File: src/rtl/spi_burst_sequencer.sv
// Multi-byte SPI burst sequencer: walks TX buffer bytes 0..N through the byte engine,
// stores each received byte in the RX buffer and keeps chip select low for the burst.
module spi_burst_sequencer #(
    parameter int ADDR_W   = 9,
    parameter int CS_SETUP = 2,
    parameter int GAP      = 4,
    parameter int TIMEOUT  = 1023
) (
    input  logic              clk_i,
    input  logic              rst_ni,
    input  logic              cmd_we_i,
    input  logic [31:0]       cmd_i,
    output logic [31:0]       status_o,
    output logic [ADDR_W-1:0] txbuf_addr_o,
    input  logic [7:0]        txbuf_rdata_i,
    output logic              rxbuf_we_o,
    output logic [ADDR_W-1:0] rxbuf_addr_o,
    output logic [7:0]        rxbuf_wdata_o,
    output logic              spi_start_o,
    output logic [7:0]        spi_tx_data_o,
    input  logic              spi_done_i,
    input  logic [7:0]        spi_rx_data_i,
    output logic              cs_n_o,
    output logic              done_o
);

    localparam int CNT_MAX = (TIMEOUT > CS_SETUP) ? ((TIMEOUT > GAP) ? TIMEOUT : GAP)
                                                  : ((CS_SETUP > GAP) ? CS_SETUP : GAP);
    localparam int CNT_W   = $clog2(CNT_MAX + 1);

    typedef enum logic [3:0] {
        S_IDLE, S_SETUP, S_FETCH, S_RDWAIT, S_LAUNCH, S_WAIT, S_STORE, S_GAP, S_FINISH
    } state_t;

    state_t             r_state, w_state_nxt;
    logic [CNT_W-1:0]   r_cnt;
    logic [ADDR_W-1:0]  r_idx, r_last, r_tx_addr, r_rx_addr;
    logic [ADDR_W:0]    r_rx_count;
    logic               r_all1, r_all0, r_busy, r_err;
    logic [7:0]         r_rx_byte, r_rx_wdata, r_tx_data;
    logic               r_start, r_we, r_done, r_cs_n;
    logic               w_send, w_abort, w_timeout, w_unused;
    logic [31:0]        w_status;

    function automatic logic [7:0] pick_tx(input logic all1, input logic all0,
                                           input logic [7:0] ram_byte);
        logic [7:0] sel;
        if (all1) begin
            sel = 8'hFF;
        end else if (all0) begin
            sel = 8'h00;
        end else begin
            sel = ram_byte;
        end
        return sel;
    endfunction

    assign w_send    = cmd_we_i && cmd_i[0] && (r_state == S_IDLE);
    assign w_abort   = cmd_we_i && cmd_i[1] && r_busy;
    assign w_timeout = (r_state == S_WAIT) && !spi_done_i && !w_abort
                       && (r_cnt == CNT_W'(TIMEOUT - 1));
    assign w_unused  = ^cmd_i[31:4+ADDR_W];

    // Next-state decode; an abort overrides every busy state.
    always_comb begin
        w_state_nxt = r_state;
        if (w_abort) begin
            w_state_nxt = S_IDLE;
        end else begin
            case (r_state)
                S_IDLE:   if (w_send) w_state_nxt = S_SETUP; else w_state_nxt = S_IDLE;
                S_SETUP:  if (r_cnt == CNT_W'(CS_SETUP - 1)) w_state_nxt = S_FETCH;
                          else w_state_nxt = S_SETUP;
                S_FETCH:  w_state_nxt = S_RDWAIT;
                S_RDWAIT: w_state_nxt = S_LAUNCH;
                S_LAUNCH: w_state_nxt = S_WAIT;
                S_WAIT:   if (spi_done_i) w_state_nxt = S_STORE;
                          else if (r_cnt == CNT_W'(TIMEOUT - 1)) w_state_nxt = S_IDLE;
                          else w_state_nxt = S_WAIT;
                S_STORE:  if (r_idx == r_last) w_state_nxt = S_FINISH; else w_state_nxt = S_GAP;
                S_GAP:    if (r_cnt == CNT_W'(GAP - 1)) w_state_nxt = S_FETCH;
                          else w_state_nxt = S_GAP;
                S_FINISH: w_state_nxt = S_IDLE;
                default:  w_state_nxt = S_IDLE;
            endcase
        end
    end

    // State, shared cycle counter and registered strobes.
    always_ff @(posedge clk_i or negedge rst_ni) begin
        if (!rst_ni) begin
            r_state <= S_IDLE;
            r_cnt   <= '0;
            r_start <= 1'b0;
            r_we    <= 1'b0;
            r_done  <= 1'b0;
            r_cs_n  <= 1'b1;
        end else begin
            r_state <= w_state_nxt;
            r_cnt   <= (r_state != w_state_nxt) ? '0 : r_cnt + CNT_W'(1);
            r_start <= (r_state == S_LAUNCH) && !w_abort;
            r_we    <= (r_state == S_STORE) && !w_abort;
            r_done  <= (w_state_nxt == S_FINISH);
            r_cs_n  <= (w_state_nxt == S_IDLE) || (w_state_nxt == S_FINISH);
        end
    end

    // Burst datapath and status fields; status holds after the burst ends.
    always_ff @(posedge clk_i or negedge rst_ni) begin
        if (!rst_ni) begin
            r_idx      <= '0;
            r_last     <= '0;
            r_all1     <= 1'b0;
            r_all0     <= 1'b0;
            r_busy     <= 1'b0;
            r_err      <= 1'b0;
            r_rx_count <= '0;
            r_tx_addr  <= '0;
            r_rx_addr  <= '0;
            r_rx_byte  <= 8'h00;
            r_rx_wdata <= 8'h00;
            r_tx_data  <= 8'h00;
        end else begin
            case (r_state)
                S_IDLE: begin
                    if (w_send) begin
                        r_all1     <= cmd_i[2];
                        r_all0     <= cmd_i[3];
                        r_last     <= cmd_i[4 +: ADDR_W];
                        r_idx      <= '0;
                        r_rx_count <= '0;
                        r_busy     <= 1'b1;
                        r_err      <= 1'b0;
                    end
                end
                S_FETCH:  r_tx_addr <= r_idx;
                S_LAUNCH: r_tx_data <= pick_tx(r_all1, r_all0, txbuf_rdata_i);
                S_WAIT: begin
                    if (spi_done_i) begin
                        r_rx_byte <= spi_rx_data_i;
                    end
                end
                S_STORE: begin
                    if (!w_abort) begin
                        r_rx_addr  <= r_idx;
                        r_rx_wdata <= r_rx_byte;
                        r_rx_count <= {1'b0, r_idx} + (ADDR_W + 1)'(1);
                        if (r_idx != r_last) begin
                            r_idx <= r_idx + ADDR_W'(1);
                        end
                    end
                end
                default: ;
            endcase
            if (w_timeout) begin
                r_err <= 1'b1;
            end
            if ((w_state_nxt == S_FINISH) || (w_abort) || (w_timeout)) begin
                r_busy <= 1'b0;
            end
        end
    end

    always_comb begin
        w_status        = 32'h0000_0000;
        w_status[0]     = r_busy;
        w_status[1]     = r_err;
        w_status[2]     = r_all1;
        w_status[3]     = r_all0;
        w_status[12:4]  = 9'(r_last);
        w_status[25:16] = 10'(r_rx_count);
    end

    assign status_o      = w_status;
    assign txbuf_addr_o  = r_tx_addr;
    assign rxbuf_we_o    = r_we;
    assign rxbuf_addr_o  = r_rx_addr;
    assign rxbuf_wdata_o = r_rx_wdata;
    assign spi_start_o   = r_start;
    assign spi_tx_data_o = r_tx_data;
    assign cs_n_o        = r_cs_n;
    assign done_o        = r_done;

endmodule

File: config.mk
export PLATFORM = sky130hd
export DESIGN_NAME = spi_burst_sequencer
export DESIGN_NICKNAME = d
export VERILOG_FILES = /design/src/rtl/spi_burst_sequencer.sv
export SDC_FILE = /design/constraint.sdc
export NUM_CORES = 1
export LEC_CHECK = 0
export CORE_MARGIN = 2
export CORE_UTILIZATION = 52
export DETAILED_ROUTE_END_ITERATION = 10
export GPL_TIMING_DRIVEN = 0
export PLACE_DENSITY = 0.85
export SLEW_MARGIN = 10
export SYNTH_ARGS = -nofsm -noshare
export SYNTH_HDL_FRONTEND = slang
export SYNTH_SLANG_ARGS = --single-unit
File: constraint.sdc
create_clock -name clk_i -period 3.75 [get_ports clk_i]
set_input_delay 0.375 -clock clk_i [delete_from_list [all_inputs] [get_ports clk_i]]
set_output_delay 0.375 -clock clk_i [all_outputs]
set_load 0.02 [all_outputs]
* Word-level counts from Yosys, hierarchy flattened *
Index checks and enable logic that the tools add are counted.
W data, S select, Z words.

word-level totals
  register bits = 92
  input bits = 52
  output and inout port bits = 70
  logic and storage cells = 91

cells by class
  add/sub/neg operators = 3
  eq/ne operators = 17
  mux-type cells = 24
  bitwise operators = 1
  reduce and logical (&&, ||, !) cells = 28

operator list
  operator                 count
  $pmux W4 S8              1
  $mux W10                 3
  $mux W9                  3
  $pmux W10 S2             1
  $pmux W9 S2              1
  $eq A4 B3 Y1 const B     4
  $mux W8                  2
  $add A10 B1 Y10 const B  1
  $add A9 B1 Y10 const B   1
  $eq A10 B1 Y1 const B    1
  $eq A10 B10 Y1 const B   1
  $eq A10 B2 Y1 const B    1
  $reduce_and A2 Y1        5
  $reduce_bool A2 Y1       5
  $add A9 B1 Y9 const B    1
  $eq A9 B9 Y1             1
  $logic_and A1 B1 Y1      9
  $mux W3                  3
  $ne A9 B9 Y1             1
  $eq A4 B2 Y1 const B     2
  $logic_not A4 Y1         2
  $mux W4                  2
  $mux W1                  7
  $eq A4 B1 Y1 const B     1
  10 further kinds         14

* Depth between registers and ports, before layout *
Gate-level depths: netlist of run 1.

  depth after elaboration = 10
  depth in mapped cells = 9
  mapped depth without buffers = 7

* Least setup slack after synthesis of run 1 *
OpenSTA, ideal clock, no wires.

  path kind = register to register
  start = register r_state[3]
  end = register r_rx_count[8]
  library setup time = 0.125 ns
  arrival = 1.863 ns
  data required time = 3.625 ns
  path slack = 1.762 ns
  stages on the path, launching flop included = 9
  path buffers = 4
  period minus slack after synthesis = 1.988 ns
  cells stage by stage = dfrtp_1 -> buf_6 -> a31o_1 -> buf_6 -> or3_4 -> buf_6 -> and2_4 -> buf_6 -> mux2_4

on the way
  word-level cells in the longest chain between the ends = 4
  elaborated cells on any way between the ends = 8
  classes of those cells = eq/ne (3); mux (1); reduce/logical (4)

ends and longest elaborated chain
  what                                RTL line  text
  start, declared                     35        state_t r_state, w_state_nxt;
  start signal, assigned              99        r_state <= w_state_nxt;
  $logic_not A4 Y1                    58, 124
  $logic_and A1 B1 Y1                 58        assign w_send = cmd_we_i && cmd_i[0] && (r_state == S_IDLE);
  $ne A2 B2 Y1 (no source line)       --
  $reduce_and A3 Y1 (no source line)  --
  end signal, assigned                147       r_rx_count <= {1'b0, r_idx} + (ADDR_W + 1)'(1);
  end, declared                       38        logic [ADDR_W:0] r_rx_count;

Parallel ways exist; a longest one is shown, timed or not.
A chain may end at the register's enable or synchronous reset.

* Final worst setup path of run 1 *
  start = register r_state[3]
  end = register r_cnt[9]

on the way
  word-level cells in the longest chain between the ends = 7
  elaborated cells on any way between the ends = 14
  classes of those cells = eq/ne (8); mux (4); reduce/logical (2)

ends and longest elaborated chain
  what                  RTL line  text
  $logic_not A4 Y1      58, 70
  $logic_and A1 B1 Y1   58
  $mux W1               71        S_IDLE: if (w_send) w_state_nxt = S_SETUP; else w_state_nxt = S_IDLE;
  $pmux W4 S8           70        case (r_state)
  $mux W4               67        if (w_abort) begin
  $ne A4 B4 Y1 (*)      100       r_cnt <= (r_state != w_state_nxt) ? '0 : r_cnt + CNT_W'(1);
  $mux W10 (*)          100
  end signal, assigned  100
  end, declared         36        logic [CNT_W-1:0] r_cnt;

Mark *: on every way between the ends. The rest lies on a longest branch, timed or not.

==> metrics.md, run 1 <==
| Metric | Value |
|---|---|
| Fmax | `414.7 MHz` |
| WL met2 | `5286 um` |
| Top sig layer | `met4` |
| Worst R2R Setup Slack | `1.34 ns` |
| Overall die height | `roughly 97 um` |
| Antenna violations before repair | `0` |
| Worst hold path type | `flip-flop to flip-flop` |
| Clk buf depth | `2` |
| Fraction of final layout cells sized beyond drive strength 1 | `approximately 16%` |
| Crit. Startpoint | `r_state[3]$_DFF_PN0_` |
| EDFF count, synth | `0` |
| Avg Cell Area, Syn | `about 10 um2` |
| Most area-consuming cells after synthesis | `dfrtp_1, mux2_2, nand2_1` |
| Slew Viols, Final | `0` |
| Worst reg2reg path endpoint | `r_cnt[9]$_DFF_PN0_` |
| R2R depth | `6` |
| Total Neg Setup Slack | `0 ns` |
| Die area | `approximately 9300 um2` |
| Residual DRC count | `0` |
| Vias in the first global route | `3466` |
| Synth Instances | `between 400 and 500` |
| Largest net degree at the start of global routing | `55` |
| CTS sink count | `92` |
| Fin area | `about 5800 um2` |
| First drt pass iteration count | `5` |
| Yosys top cell area share | `about 51%` |
| YS warnings | `0` |
| Gpl congestion | `0.9009` |
| FILL cells | `581` |
| Clock root buffer | `clkbuf_8` |
| Tot Pwr | `just under 4 mW` |
| CTS tree | `yes` |
| Worst setup SP type | `flip-flop` |
| Clock transition at the registers of the reported paths | `around 0.09 ns` |
| Pwr Density | `around 670 nW/um2` |
| Final nets | `~600` |
| Synth Cell Area | `around 4500 um2` |
| Port Buffers | `93` |
| Post-CTS setup buffers | `0` |
| Area Overhead vs Synth | `30.07%` |
| Routed vias | `around 3700` |
| H-Tree Depth | `3` |
| Worst setup endpoint | `r_cnt[9]$_DFF_PN0_` |
| Number of synthesized register bits | `about 90` |
| Worst Setup End Kind | `flip-flop` |
| Top_reg_cell synth | `dfrtp_1` |
| Clock latency on the worst-skew pair | `between 0.3 and 0.4 ns` |
| Reg2reg start | `r_state[3]$_DFF_PN0_` |
| Core area | `8258 um2` |
| Post-CTS Hold Fix Bufs | `1` |
| Die span in x | `96.53 um` |
| GRT Util Overall | `about a quarter` |
| Post-synth ARST share | `100.0%` |
| Critical path peak fanout | `10` |
| GRT overflow | `0` |
| P_leak | `~2.6 nW` |
| Leading area contributor after synthesis | `dfrtp_1` |
| Max_slew headroom | `between 40 and 50%` |
| Met1 wire length | `between 4000 and 5000 um` |
| Worst-margin pin slew | `between 0.8 and 0.9 ns` |
| Min Tclk post-route | `2.411 ns` |
| Initial DRC Count | `~220` |
| Kind of critical path | `flip-flop to flip-flop` |
| Detailed Route WL | `between 10000 and 15000 um` |
| Status | `finished clean` |
| Clk_skew | `around 0.014 ns` |
| CP arrival | `2.62 ns` |
| Starting Density | `between 50 and 60%` |
| Cell area after placement | `approximately 5600 um2` |
| CTS Buf Count | `9` |
| Share of the clock period used by the worst path | `about 64%` |
| Sequential element share of the synthesized area | `51.74%` |
| Maxcap violations | `0` |
| Rows | `33` |
| Met3 wire length | `roughly 740 um` |
| I/O pins | `about 120` |
| Post-CTS resize count | `0` |
| Endpoints failing setup | `0` |
| First-pass GRT wire length | `between 15000 and 20000 um` |
| Critical path required time | `roughly 4.0 ns` |
| HPWL Detailed | `approximately 7500 um` |
| Via density per instance | `5.656` |
| Worst ir drop on vdd | `446.4 uV` |
| Final ANT Viol Nets | `0` |
| Unrepaired setup endpoints after global routing | `false` |
| DR WL/cell | `around 16 um` |
| Ant diodes | `0` |
| Fin. Hold Viols | `0` |
| Cell variety after synth | `54` |
-- stage by stage --
step                      utilization [%]  hold WS [ns]  setup slack, ns  std cells
after floorplan                         -       0.07941            1.762        433
after global placement              67.14        0.4413          -0.9110        631
after detailed placement            67.44        0.3869            1.286        632
after CTS                           70.12        0.4724            1.361        648
after global routing                70.12        0.4975            1.173        648
final                               70.12        0.4720            1.339        648
-- cells in the mapped netlist (2+ instances only) --
cell / instances
a21oi_1: 26
a31o_2: 3
a31oi_1: 9
and3_1: 5
buf_1: 2
buf_2: 4
buf_4: 14
buf_6: 4
clkbuf_1: 11
dfrtp_1: 91
ha_1: 4
inv_1: 14
mux2_2: 33
nand2_1: 69
nand2b_1: 5
nand3_1: 9
nand3b_1: 2
nand4_1: 6
nor2_1: 22
nor2b_1: 2
nor3_1: 9
nor4_1: 5
o211ai_1: 2
o21a_1: 2
o21ai_0: 11
o221ai_1: 6
o31ai_1: 4
or3_1: 4
or4_4: 2
xnor2_1: 17
xor2_1: 5
-- how the worst min path moves through the flow --
stage,start,endpoint,slack (ns),depth (start not counted)
2_1_floorplan,rst_ni,done_o$_DFF_PN0_,0.08,0
3_3_place_gp,r_rx_byte[1]$_DFFE_PN0N_,rxbuf_wdata_o[1]$_DFFE_PN0P_,0.44,2
3_5_place_dp,rst_ni,rxbuf_wdata_o[1]$_DFFE_PN0P_,0.39,1
4_1_cts,r_rx_byte[0]$_DFFE_PN0N_,rxbuf_wdata_o[0]$_DFFE_PN0P_,0.47,2
5_1_grt,r_rx_byte[3]$_DFFE_PN0N_,rxbuf_wdata_o[3]$_DFFE_PN0P_,0.50,2
6_report,r_rx_byte[0]$_DFFE_PN0N_,rxbuf_wdata_o[0]$_DFFE_PN0P_,0.47,2
-- kinds of logic after synthesis --
| family | after synthesis | share of synthesized area, % |
|---|---|---|
| simple gates | 149 | 16.53 |
| flops | 92 | 51.74 |
| compound gates | 74 | 11.41 |
| buf+inv | 49 | 6.099 |
| mux | 34 | 8.685 |
| xor+xnor | 22 | 4.328 |
| fa+ha+maj | 4 | 1.124 |
| other cells | 1 | 0.08424 |
-- per-layer routing --
| layer | global-route usage, % | vias to the layer above |
|---|---|---|
| met1 | 31.50 | 1791 |
| met2 | 39.87 | 155 |
| met5 | 0 | - |
| li1 | - | 1690 |
| met4 | 8.685 | 0 |
| met3 | 5.586 | 29 |
-- critical path: stages, from the launching register on --
cell and delay (ns):
dfrtp_1 0.39, buf_6 0.14, or4b_2 0.65, nor4_1 0.49, o21ai_0 0.26, o311ai_4 0.19
nor3_1 0.13
-- cell usage in the layout (no fill, tap or decap), drive strengths merged, types with 2 or more instances in the layout --
cell / netlist / final
buf: 24 / 26
a21oi: 26 / 26
xor2: 5 / 5
nand2b: 5 / 5
clkinv: 0 / 2
o311ai: 3 / 3
nand4: 6 / 6
clkdlybuf4s50: 0 / 92
dfrtp: 91 / 91
clkbuf: 11 / 20
or3: 5 / 5
nor2: 22 / 22
nor3: 10 / 10
xnor2: 17 / 17
bufinv: 0 / 2
a31oi: 9 / 9
nand3: 9 / 9
mux2: 34 / 34
o21a: 3 / 3
nor4: 6 / 6
nor2b: 2 / 2
or4: 2 / 2
a31o: 4 / 4
nand2: 69 / 69
ha: 4 / 4
and3: 5 / 5
o31ai: 4 / 4
inv: 14 / 16
conb: 1 / 9
o211ai: 2 / 2
o221ai: 6 / 6
o21ai: 12 / 12
nand3b: 2 / 2
-- power breakdown --
part	switching, mW	total (mW)	internal [mW]
combinational	0.953	1.74	0.789
sequential	0.187	1.44	1.25
clock	0.352	0.726	0.374
-- area by class of cell --
type / instances / area, um2 / share of cell area, %
Buffer: 35 / 219.0 / 3.781
Clock buffer: 9 / 123.9 / 2.139
Clock inverter: 6 / 87.58 / 1.513
Inverter: 14 / 52.55 / 0.9075
Multi-Input combinational cell: 292 / 1907 / 32.93
Sequential cell: 92 / 2303 / 39.78
Tap cell: 105 / 131.4 / 2.269
Timing Repair Buffer: 95 / 965.9 / 16.68
-- flip-flops by register name, summed over array words and instances (netlist names), 4 cells and up --
register and flops:
r_cnt 10, r_idx 9, rxbuf_addr_o 9, r_state 4
rxbuf_wdata_o 8, txbuf_addr_o 9, spi_tx_data_o 8, r_last 9
r_rx_count 10, r_rx_byte 8
Power figures use the tool's default switching activity.
==> inputs of run 2 (changes only) <==
- CORE_UTILIZATION: 52 -> 44
- PLACE_DENSITY: 0.85 -> 0.77
- clock period: 3.75 -> 2.05 ns (I/O delays scaled with it)
==> run 2 against run 1 <==
The flow now finishes with violations (negative setup slack); largest power group unchanged; register-to-register slack got worse by 1.4 ns; sequential cell count unchanged; non-clock buffer count increased by 9; core utilization decreased by 8.7 points; count of clock-buffer cells in the layout increased by 3; clock skew decreased by 0.0030 ns; sequential power increased by 83%; die area increased by 17%; clock power increased by 83%.
==> metrics.md, run 2 (synthesis results as in run 1) <==
| Metric | Value |
|---|---|
| Die area | `about 11000 um2` |
| Comb power frac | `a little under half` |
| Core area | `between 9000 and 10000 um2` |
| Vias in the first global route | `roughly 3500` |
| Pwr Density | `~1200 nW/um2` |
| Reg2reg start | `r_cnt[8]$_DFF_PN0_` |
| Clk_skew | `about 0.011 ns` |
| Worst R2R Setup Slack | `-0.07 ns` |
| Rows | `36` |
| Clock transition at the registers of the reported paths | `approximately 0.10 ns` |
| Routed vias | `between 3000 and 4000` |
| CTS sink count | `about 90` |
| Fin area | `between 6000 and 7000 um2` |
| Largest net degree at the start of global routing | `52` |
| Gpl congestion | `~0.86` |
| Critical path peak fanout | `7` |
| Switch Pwr | `~2.9 mW` |
| H-Tree Depth | `3` |
| CTS tree | `yes` |
| First-pass GRT wire length | `roughly 18000 um` |
| Starting Density | `approximately 45%` |
| Worst Setup End Kind | `flip-flop` |
| Ant diodes | `0` |
| CTS Buf Count | `9` |
| Worst reg2reg path endpoint | `r_cnt[4]$_DFF_PN0_` |
| Worst-margin pin slew | `between 0.8 and 0.9 ns` |
| Switching share of power | `about two fifths` |
| Fmax | `between 400 and 500 MHz` |
| Most frequent cells in the layout | `clkdlybuf4s50_1, dfrtp_1, nand2_1` |
| Initial DRC Count | `between 200 and 250` |
| GRT Util Overall | `about a fifth` |
| Unrepaired setup endpoints after global routing | `true` |
| Tot Pwr | `about 7.5 mW` |
| Reg power frac | `35.0%` |
| Clk pwr share | `between 15 and 20%` |
| Worst-path cell chain | `or4_4, nor4_4, o211ai_1, buf_4, o22ai_4, nor4_1` |
| Max incr delay on CP | `about 0.6 ns` |
| Cell area after placement | `roughly 5600 um2` |
| Worst hold path type | `primary input to asynchronous set/reset pin` |
| Worst setup SP type | `flip-flop` |
| Clock latency on the worst-skew pair | `approximately 0.36 ns` |
| Slowest CP cell | `or4_4` |
| R2R depth | `6` |
| Area Overhead vs Synth | `35.47%` |
| Dpl ws | `-0.3129 ns` |
| Clock root buffer | `clkbuf_8` |
| Detailed Route WL | `roughly 11000 um` |
| Failing checks | `negative setup slack` |
| Via density per instance | `between 5 and 6` |
| Worst ir drop on vdd | `roughly 750 uV` |
| Die span in x | `approximately 100 um` |
| Clk buf depth | `2` |
| Min Tclk post-route | `around 2.1 ns` |
| I/O pins | `roughly 120` |
| Critical path required time | `~2.3 ns` |
| Status | `finished with violations` |
| Overall die height | `between 100 and 150 um` |
| Fin. Hold Viols | `0` |
| Maxcap violations | `0` |
| HPWL Detailed | `about 7700 um` |
| Kind of critical path | `flip-flop to flip-flop` |
| Worst setup margin | `-0.06734 ns` |
| First drt pass iteration count | `5` |
| Port Buffers | `93` |
| Final hold slack | `around 0.41 ns` |
| DR WL/cell | `~16 um` |
| Total Neg Setup Slack | `-0.3354 ns` |
| Max_slew headroom | `~46%` |
| Placed cells | `660` |
| Final nets | `between 600 and 700` |
| GRT overflow | `0` |
| Slew Viols, Final | `0` |
| Antenna violations before repair | `0` |
| Residual DRC count | `0` |
| Commonest non-fill, non-tap cell in the layout | `clkdlybuf4s50_1` |
| Top flop regs | `r_cnt (10), r_rx_count (10)` |
| Pint | `between 4 and 5 mW` |
| P_leak | `between 2 and 3 nW` |
| Endpoints failing setup | `10` |
| Fraction of final layout cells sized beyond drive strength 1 | `~22%` |
| Final ANT Viol Nets | `0` |
| Fin cells | `686` |
| Final Util | `between 60% and 70%` |
| Share of the clock period used by the worst path | `103.3%` |
| CP arrival | `between 2 and 2.5 ns` |
==> run 2: layout make-up <==
| cell class | instances | area [um2] |
|---|---|---|
| Fill cell | 813 | 3789 |
| Sequential cell | 92 | 2307 |
| Multi-Input combinational cell | 292 | 2009 |
| Timing Repair Buffer | 110 | 1084 |
| Buffer | 29 | 191.4 |
| Tap cell | 133 | 166.4 |
| Clock buffer | 12 | 165.2 |
| Clock inverter | 4 | 55.05 |
| Inverter | 14 | 52.55 |
==> run 2: metal layers <==
metal	routed length, um	track usage (%)	up-vias
met5	0	0	-
met4	191	5.619	0
met3	744	4.554	21
met2	5514	32.49	158
met1	4740	26.42	1769
li1	-	-	1705
==> run 2: worst max-delay path by stage <==
stage | start | to | slack [ns] | depth (start not counted)
after floorplan | r_state[3]$_DFF_PN0_ | r_rx_count[8]$_DFFE_PN0P_ | 0.06 | 8
after global placement | rst_ni | r_cnt[7]$_DFF_PN0_ | -2.49 | 1
after detailed placement | r_state[0]$_DFF_PN0_ | r_last[3]$_DFFE_PN0P_ | -0.31 | 5
after CTS | r_state[3]$_DFF_PN0_ | r_cnt[9]$_DFF_PN0_ | 0.003 | 7
after global routing | r_cnt[0]$_DFF_PN0_ | r_cnt[4]$_DFF_PN0_ | -0.12 | 8
final | r_cnt[8]$_DFF_PN0_ | r_cnt[4]$_DFF_PN0_ | -0.07 | 6
==> run 2: power by group through the flow <==
stage | sequential (mW) | clock, mW | combinational (mW)
4_1_cts | 2.64 | 1.34 | 3.37
2_1_floorplan | 2.94 | 0 | 1.66
3_3_place_gp | 2.64 | 0 | 3.05
6_report | 2.64 | 1.33 | 3.56
5_1_grt | 2.70 | 1.42 | 3.81
3_5_place_dp | 2.66 | 0 | 3.14
==> run 2: timing repair <==
item | CTS | global route
endpoints found under the setup margin | 41 | 34
setup buffers | 8 | 7
hold endpoints to repair | 49 | 0
resized for setup | 9 | 18
hold buffers | 1 | 0
pin swaps | 4 | 5
==> run 2: worst max-delay path, delay by kind of cell (launching register included) <==
kind                   cells  cell delay [ns]
flip-flops                 1             0.40
AND/OR/NAND/NOR            3             0.97
AO/OA/AOI/OAI              2             0.38
buffers and inverters      1             0.22
